[config.mk]
export PLATFORM = sky130hd
export DESIGN_NAME = alu_seq
export DESIGN_NICKNAME = d
export VERILOG_FILES = /design/src/rtl/alu_seq.sv
export SDC_FILE = /design/constraint.sdc
export NUM_CORES = 1
export LEC_CHECK = 0
export CAP_MARGIN = 20
export CORE_MARGIN = 2
export CORE_UTILIZATION = 56
export DETAILED_ROUTE_END_ITERATION = 7
export PLACE_DENSITY_LB_ADDON = 0.2
export SLEW_MARGIN = 10
export SYNTH_ARGS = -nofsm -noshare
export SYNTH_HDL_FRONTEND = slang
export SYNTH_SLANG_ARGS = --single-unit
export TNS_END_PERCENT = 5
[constraint.sdc]
create_clock -name clk -period 3.78 [get_ports clk]
set_input_delay 0.378 -clock clk [delete_from_list [all_inputs] [get_ports clk]]
set_output_delay 0.378 -clock clk [all_outputs]
set_load 0.02 [all_outputs]
[src/rtl/alu_seq.sv]
// Multi-cycle LC-3b style ALU with valid/ready request and response channels.
// Optional iterative multiplier (op 8) is built only when ALU_MUL_EN is defined.
module alu_seq #(
  parameter int WIDTH = 16
) (
  input  logic             clk,
  input  logic             reset_n,
  input  logic             req_valid,
  output logic             req_ready,
  input  logic [3:0]       req_op,
  input  logic [WIDTH-1:0] req_a,
  input  logic [WIDTH-1:0] req_b,
  output logic             resp_valid,
  input  logic             resp_ready,
  output logic [WIDTH-1:0] resp_data,
  output logic [2:0]       resp_nzp,
  output logic             resp_err
);
  localparam int SHW = $clog2(WIDTH);
  localparam int CW  = SHW + 1;

  typedef enum logic [1:0] {S_IDLE, S_EXEC, S_DONE} state_t;

  state_t           r_state, w_next;
  logic [3:0]       r_op;
  logic [WIDTH-1:0] r_data;
  logic             r_err;
  logic             r_valid;
  logic [CW-1:0]    r_cnt;

  logic             w_accept;
  logic [SHW-1:0]   w_amt;
  logic             w_is_shift;
  logic             w_is_mul;
  logic             w_multi;
  logic             w_last;
  logic [WIDTH-1:0] w_res;
  logic             w_err;

  function automatic logic [WIDTH-1:0] shift1(input logic [3:0] op, input logic [WIDTH-1:0] v);
    case (op)
      4'd5:    shift1 = {v[WIDTH-2:0], 1'b0};
      4'd6:    shift1 = {1'b0, v[WIDTH-1:1]};
      default: shift1 = {v[WIDTH-1], v[WIDTH-1:1]};
    endcase
  endfunction

  assign w_accept   = req_valid && (r_state == S_IDLE);
  assign w_amt      = req_b[SHW-1:0];
  assign w_is_shift = (req_op == 4'd5) || (req_op == 4'd6) || (req_op == 4'd7);
`ifdef ALU_MUL_EN
  assign w_is_mul   = (req_op == 4'd8);
`else
  assign w_is_mul   = 1'b0;
`endif
  assign w_multi    = (w_is_shift && (w_amt != '0)) || w_is_mul;
  assign w_last     = (r_cnt == CW'(1));

  // Single-cycle results; shifts load a unshifted, mul starts from a zero accumulator
  always_comb begin
    w_res = '0;
    w_err = 1'b0;
    case (req_op)
      4'd0:                w_res = req_a + req_b;
      4'd1:                w_res = req_a & req_b;
      4'd2:                w_res = ~req_a;
      4'd3:                w_res = req_a;
      4'd4:                w_res = req_b;
      4'd5, 4'd6, 4'd7:    w_res = req_a;
`ifdef ALU_MUL_EN
      4'd8:                w_res = '0;
`endif
      default:             w_err = 1'b1;
    endcase
  end

  always_comb begin
    w_next = r_state;
    case (r_state)
      S_IDLE:  if (w_accept) w_next = w_multi ? S_EXEC : S_DONE;
      S_EXEC:  if (w_last) w_next = S_DONE;
      S_DONE:  if (resp_ready) w_next = S_IDLE;
      default: w_next = S_IDLE;
    endcase
  end

  always_ff @(posedge clk or negedge reset_n) begin
    if (!reset_n) begin
      r_state <= S_IDLE;
      r_valid <= 1'b0;
    end else begin
      r_state <= w_next;
      r_valid <= (w_next == S_DONE);
    end
  end

`ifdef ALU_MUL_EN
  logic [WIDTH-1:0] r_mcand;
  logic [WIDTH-1:0] r_mplier;

  always_ff @(posedge clk) begin
    if (w_accept) begin
      r_mcand  <= req_a;
      r_mplier <= req_b;
    end else if (r_state == S_EXEC) begin
      r_mcand  <= {r_mcand[WIDTH-2:0], 1'b0};
      r_mplier <= {1'b0, r_mplier[WIDTH-1:1]};
    end
  end
`endif

  // r_data doubles as the shift working register and the mul accumulator
  always_ff @(posedge clk or negedge reset_n) begin
    if (!reset_n) begin
      r_op   <= '0;
      r_data <= '0;
      r_err  <= 1'b0;
      r_cnt  <= '0;
    end else if (w_accept) begin
      r_op   <= req_op;
      r_data <= w_res;
      r_err  <= w_err;
      r_cnt  <= w_is_mul ? CW'(WIDTH) : {1'b0, w_amt};
    end else if (r_state == S_EXEC) begin
      r_cnt <= r_cnt - CW'(1);
`ifdef ALU_MUL_EN
      if (r_op == 4'd8) begin
        if (r_mplier[0]) r_data <= r_data + r_mcand;
      end else begin
        r_data <= shift1(r_op, r_data);
      end
`else
      r_data <= shift1(r_op, r_data);
`endif
    end
  end

  assign req_ready  = (r_state == S_IDLE);
  assign resp_valid = r_valid;
  assign resp_data  = r_data;
  assign resp_err   = r_err;
  assign resp_nzp   = (r_data == '0)     ? 3'b010 :
                      r_data[WIDTH-1]    ? 3'b100 : 3'b001;
endmodule

==> impl_metrics.env, run 1 <==
export IMPL_status="completed"
export IMPL_ys_ff_latch=29
export IMPL_fin_crit_sh_pct=73.7
export IMPL_worst_pin_slew_ns=0.671
export IMPL_cp_required_ns=4.00
export IMPL_dp_cells=509
export IMPL_yosys_area_top_type="dfrtp_1"
export IMPL_post_cts_resized=0
export IMPL_grt_pass1_vias=3214
export IMPL_overflow=0
export IMPL_critPathKind="input pin to flop"
export IMPL_clock_latency_ns=0.28
export IMPL_crit_arrival_ns=3.01
export IMPL_syn_inst=396
export IMPL_synth_top_area_share_pct=24.6
export IMPL_synth_commonest_cells="nand2_1, nor2_1, a21oi_1"
export IMPL_drt_iter0_markers=388
export IMPL_slew_violations=0
export IMPL_ir_worst_vdd_mv=0.304
export IMPL_path_cells="clkdlybuf4s50_1, ha_1, fa_1, a21o_1, a311oi_1, nor3_1, or3_1, a31oi_1, o22a_1"
export IMPL_p_int_mw=1.14
export IMPL_drc=0
export IMPL_synth_nets=455
export IMPL_grt_first_pass_wirelength_um=15500
export IMPL_start_util_pct=57.8
export IMPL_crit_fanout=4
export IMPL_pwr_share_clk_pct=12.1
export IMPL_vias_per_cell=6.78
export IMPL_post_route_util_pct=71.9
export IMPL_grt_max_degree=30
export IMPL_setup_viol_count_final=0
export IMPL_synth_most_common_cell="nand2_1"
export IMPL_ioPinCount=62
export IMPL_gp_congestion=0.949
export IMPL_routed_wirelength_um=9390
export IMPL_synthTopCellsByArea="dfrtp_1, nand2_1, ha_1"
export IMPL_power_frac_comb_pct=56.3
export IMPL_port_buffers=61
export IMPL_power_leakage_nw=1.42
export IMPL_cts_root_buf="clkbuf_8"
export IMPL_ys_warn_count=0
export IMPL_dp_slack_ns=0.746
export IMPL_synthArstFlopShare_pct=100
export IMPL_cts_buffers=5
export IMPL_end_kind="flop"
export IMPL_p_sw_mw=0.970
export IMPL_crit_start="req_b[0]"
export IMPL_synth_area_mm2=0.00295
export IMPL_path_clk_slew_ns=0.06
export IMPL_reg2reg_from="r_state[0]$_DFF_PN0_"
export IMPL_vias=3498
export IMPL_antenna_found_initial=0
export IMPL_worst_slack_ns=0.994
export IMPL_dr_pass1_iters=5
export IMPL_max_clock_path_buffers=2
export IMPL_num_antenna_cells=0
export IMPL_setup_tns_ns=0
export IMPL_fp_dieArea_mm2=0.00587
export IMPL_seq_power_share_pct=31.6
export IMPL_core_mm2=0.00511
export IMPL_chipHeight_um=76.6
export IMPL_critPathSlowestCell="clkdlybuf4s50_1"
export IMPL_die_width_um=76.6
export IMPL_wl_per_cell_um=18.2
export IMPL_cts_sinks=29
export IMPL_avgSynthCellArea_um2=7.46
export IMPL_p_sw_share_pct=45.9
export IMPL_h_tree_depth=2
export IMPL_grt_setup_unrepaired="false"
export IMPL_hold_viol_final=0
export IMPL_period_minus_slack_ns=2.79
export IMPL_fin_nets=505
export IMPL_track_usage_pct=32.6
export IMPL_stdcell_count=516
export IMPL_synth_seq_area_share_pct=24.6
export IMPL_holdBufCountCts=0
export IMPL_startpoint_type="input pin"
export IMPL_area_delta_synth_final_pct=24.4
export IMPL_power_density_mw_per_mm2=576
export IMPL_skew_ns=0.00452
export IMPL_critPathMaxStageDelay_ns=0.46
export IMPL_relSlewSlack_pct=55.3
export IMPL_power_mw=2.11
export IMPL_post_cts_setup_buffer_count=0
export IMPL_cts_tree="yes"
export IMPL_synth_flop_cell="dfrtp_1"
export IMPL_dp_hpwl_um=6960
export IMPL_synth_edf_count=0
export IMPL_fp_row_count=26
export IMPL_hold_class="input pin to async pin"
export IMPL_fmax_ghz=0.359
export IMPL_max_cap_viol_count=0
export IMPL_postRouteAntennaNets=0
export IMPL_layout_drive_gt1_share_pct=4.48
export IMPL_synth_cell_types=58
## critical path, delay by kind of cell
kind                     cells  cell delay (ns)
adder cells (fa/ha/maj)      2             0.68
buffers and inverters        1             0.46
AO/OA/AOI/OAI                4             0.96
AND/OR/NAND/NOR              2             0.53
## power groups by stage
| stage | Clock, mW | Sequential (mW) | Combinational, mW |
|---|---|---|---|
| detailed placement | 0 | 0.663 | 1.16 |
| CTS | 0.255 | 0.659 | 1.17 |
| finish | 0.255 | 0.668 | 1.19 |
| global route | 0.267 | 0.697 | 1.29 |
| global placement | 0 | 0.655 | 1.13 |
| floorplan | 0 | 0.721 | 0.627 |
## layer usage
metal	track usage, %	wire, um	up-vias
li1	-	-	1594
met1	42.1	3810	1646
met2	52.7	4350	227
met3	8.06	963	31
met4	12.4	269	0
met5	0	0	-
## sequential cells by signal, summed over array words and instances (netlist names)
name,count
r_state,2
r_op,4
r_cnt,5
resp_valid,1
resp_data,16
resp_err,1
## metrics by stage
stage,hold slack [ns],area (um2)
CTS,0.486,3670
detailed placement,0.477,3590
global route,0.505,3670
global placement,0.467,3590
floorplan,0.0824,2950
finish,0.472,3670
## final cells by class
type / instances / area, um2
fill: 402 / 1440
inverter: 7 / 26.3
clock buffer: 7 / 86.3
tap: 70 / 87.6
timing repair buffer: 68 / 663
multi-input combinational: 335 / 2080
sequential: 29 / 726
## path summary, 6_finish.rpt
check	endpoint	slack, ns	cells after the start
hold reg to reg	resp_err$_DFFE_PN0P_	0.49	2
setup reg to reg	resp_data[13]$_DFFE_PN0P_	1.54	6
hold / removal	r_state[0]$_DFF_PN0_	0.47	2
setup / recovery	resp_data[10]$_DFFE_PN0P_	0.99	9
max in group asynchronous	resp_data[3]$_DFFE_PN0P_	3.03	2
min in group clk	resp_err$_DFFE_PN0P_	0.49	2
## cell families (layout without fill, tap and decap cells)
kind of cell             count (synthesis)  count (layout)  synth area share, %
multiplexers                             5               5                 1.69
adder cells (fa/ha/maj)                 20              20                 8.64
AND/OR/NAND/NOR                        158             158                 25.7
buffers and inverters                   32              82                 5.04
flip-flops                              29              29                 24.6
AO/OA/AOI/OAI                          145             145                 32.3
XOR/XNOR                                 7               7                 2.08
## cell usage in the layout, fill, tap and decap left out, types with 8 or more instances in the layout
| cell type | n |
|---|---|
| nor2_1 | 33 |
| nand2_1 | 68 |
| clkdlybuf4s50_1 | 61 |
| nand3_1 | 13 |
| ha_1 | 18 |
| dfrtp_1 | 29 |
| o22ai_1 | 16 |
| a211oi_1 | 8 |
| a21oi_1 | 31 |
| o21ai_0 | 24 |
| a22oi_1 | 13 |
| a31oi_1 | 9 |
Note: power is estimated with default switching activity, not from simulation.
==> run 2: changes to the inputs <==
--- a/config.mk
+++ b/config.mk
@@ -7,7 +7,7 @@
 export LEC_CHECK = 0
 export CAP_MARGIN = 20
 export CORE_MARGIN = 2
-export CORE_UTILIZATION = 56
+export CORE_UTILIZATION = 47
 export DETAILED_ROUTE_END_ITERATION = 7
 export PLACE_DENSITY_LB_ADDON = 0.2
 export SLEW_MARGIN = 10
==> constraint.sdc (replaced) <==
create_clock -name clk -period 2.5 [get_ports clk]
set_input_delay 0.25 -clock clk [delete_from_list [all_inputs] [get_ports clk]]
set_output_delay 0.25 -clock clk [all_outputs]
set_load 0.02 [all_outputs]
==> impl_metrics.env, run 2 (same netlist as run 1, synthesis figures left out) <==
export IMPL_path_cells="clkdlybuf4s50_1, ha_1, fa_1, a21o_1, a311oi_2, nor3_1, or3_1, a31oi_1, o22a_1"
export IMPL_drt_iter0_markers=264
export IMPL_slew_violations=0
export IMPL_clock_latency_ns=0.28
export IMPL_track_usage_pct=27.6
export IMPL_core_mm2=0.00599
export IMPL_largest_register_ffs=16
export IMPL_post_cts_setup_buffer_count=0
export IMPL_cts_tree="yes"
export IMPL_num_antenna_cells=0
export IMPL_grt_setup_unrepaired="false"
export IMPL_power_density_mw_per_mm2=857
export IMPL_critPathKind="input pin to flop"
export IMPL_vias=3543
export IMPL_stdcell_count=566
export IMPL_end_kind="flop"
export IMPL_grt_max_degree=30
export IMPL_cts_sinks=29
export IMPL_layout_common_cells="nand2_1, clkdlybuf4s50_1, buf_4"
export IMPL_cts_buffers=5
export IMPL_vias_per_cell=6.26
export IMPL_grt_pass1_vias=3282
export IMPL_fin_nets=549
export IMPL_reg2reg_from="r_state[0]$_DFF_PN0_"
export IMPL_holdBufCountCts=0
export IMPL_ioPinCount=62
export IMPL_gp_congestion=0.994
export IMPL_reg2regPathDepth=6
export IMPL_layout_drive_gt1_share_pct=13.6
export IMPL_fmax_ghz=0.427
export IMPL_dp_slack_ns=-0.248
export IMPL_overflow=0
export IMPL_skew_ns=0.00178
export IMPL_final_common_cell="nand2_1"
export IMPL_status="completed"
export IMPL_critPathMaxStageDelay_ns=0.42
export IMPL_die_width_um=83.3
export IMPL_dp_cells=558
export IMPL_critPathSlowestCell="clkdlybuf4s50_1"
export IMPL_period_minus_slack_ns=2.34
export IMPL_power_leakage_nw=1.66
export IMPL_drc=0
export IMPL_grt_first_pass_wirelength_um=15800
export IMPL_hold_viol_final=0
export IMPL_ir_worst_vdd_mv=0.576
export IMPL_area_delta_synth_final_pct=37.6
export IMPL_dr_pass1_iters=5
export IMPL_path_clk_slew_ns=0.07
export IMPL_cp_required_ns=2.73
export IMPL_fin_crit_sh_pct=93.7
export IMPL_crit_fanout=3
export IMPL_power_mw=3.48
export IMPL_routed_wirelength_um=9560
export IMPL_relSlewSlack_pct=64.8
export IMPL_dp_hpwl_um=7640
export IMPL_port_buffers=61
export IMPL_postRouteAntennaNets=0
export IMPL_start_util_pct=49.3
export IMPL_startpoint_type="input pin"
export IMPL_worst_slack_ns=0.158
export IMPL_max_clock_path_buffers=2
export IMPL_crit_arrival_ns=2.57
export IMPL_setup_viol_count_final=0
export IMPL_wl_per_cell_um=16.9
export IMPL_antenna_found_initial=0
export IMPL_max_cap_viol_count=0
export IMPL_hold_class="input pin to async pin"
export IMPL_chipHeight_um=83.3
export IMPL_fp_dieArea_mm2=0.00693
export IMPL_worst_pin_slew_ns=0.522
export IMPL_cts_root_buf="clkbuf_8"
export IMPL_h_tree_depth=2
export IMPL_fp_row_count=28
export IMPL_crit_start="req_a[0]"
-- run 2: worst paths after layout --
path | to | slack [ns]
max reg2reg | resp_data[13]$_DFFE_PN0P_ | 0.52
max | resp_data[10]$_DFFE_PN0P_ | 0.16
min | r_state[1]$_DFF_PN0_ | 0.35
min in group clk | resp_err$_DFFE_PN0P_ | 0.50
min reg2reg | resp_err$_DFFE_PN0P_ | 0.50
max in group asynchronous | resp_err$_DFFE_PN0P_ | 1.87
-- run 2: routing by layer --
metal | track usage [%] | vias up | share of wire, %
li1 | - | 1679 | -
met4 | 8.64 | 0 | 2.2
met2 | 46.0 | 218 | 46
met3 | 3.78 | 20 | 9.5
met5 | 0 | - | 0
met1 | 36.8 | 1626 | 42
-- run 2: stage by stage --
stage	hold WS (ns)	cell area [um2]	setup TNS, ns	util, %
global placement	0.473	3920	-0.727	65.5
finish	0.354	4060	0	67.8
CTS	0.368	4060	0	67.7
floorplan	-0.0456	2950	0	-
global route	0.396	4060	0	67.8
detailed placement	0.482	3920	-0.721	65.5
-- run 2: worst max-delay path, delay by kind of cell --
family	cells	cell delay (ns)
and+or+nand+nor	2	0.46
adders and majority gates	2	0.64
buffers and inverters	1	0.42
AOI/OAI and AO/OA	4	0.79
-- run 2: final cells by class --
class / count / area (um2)
fillers: 531 / 1930
clock inverters: 3 / 65.1
multi-input cells: 335 / 2090
well taps: 75 / 93.8
clock buffers: 5 / 68.8
flip-flops and latches: 29 / 726
repair buffers: 112 / 993
inverters: 7 / 26.3
-- run 2: power by group --
part / switching, mW / total (mW) / internal (mW)
Sequential: 0.325 / 1.02 / 0.695
Combinational: 0.982 / 1.87 / 0.891
Clock: 0.193 / 0.589 / 0.396
-- run 2: timing repair --
item,4_1_cts,5_1_grt
hold endpoints to repair,0,0
resized for setup,0,1
setup endpoints to repair,0,2
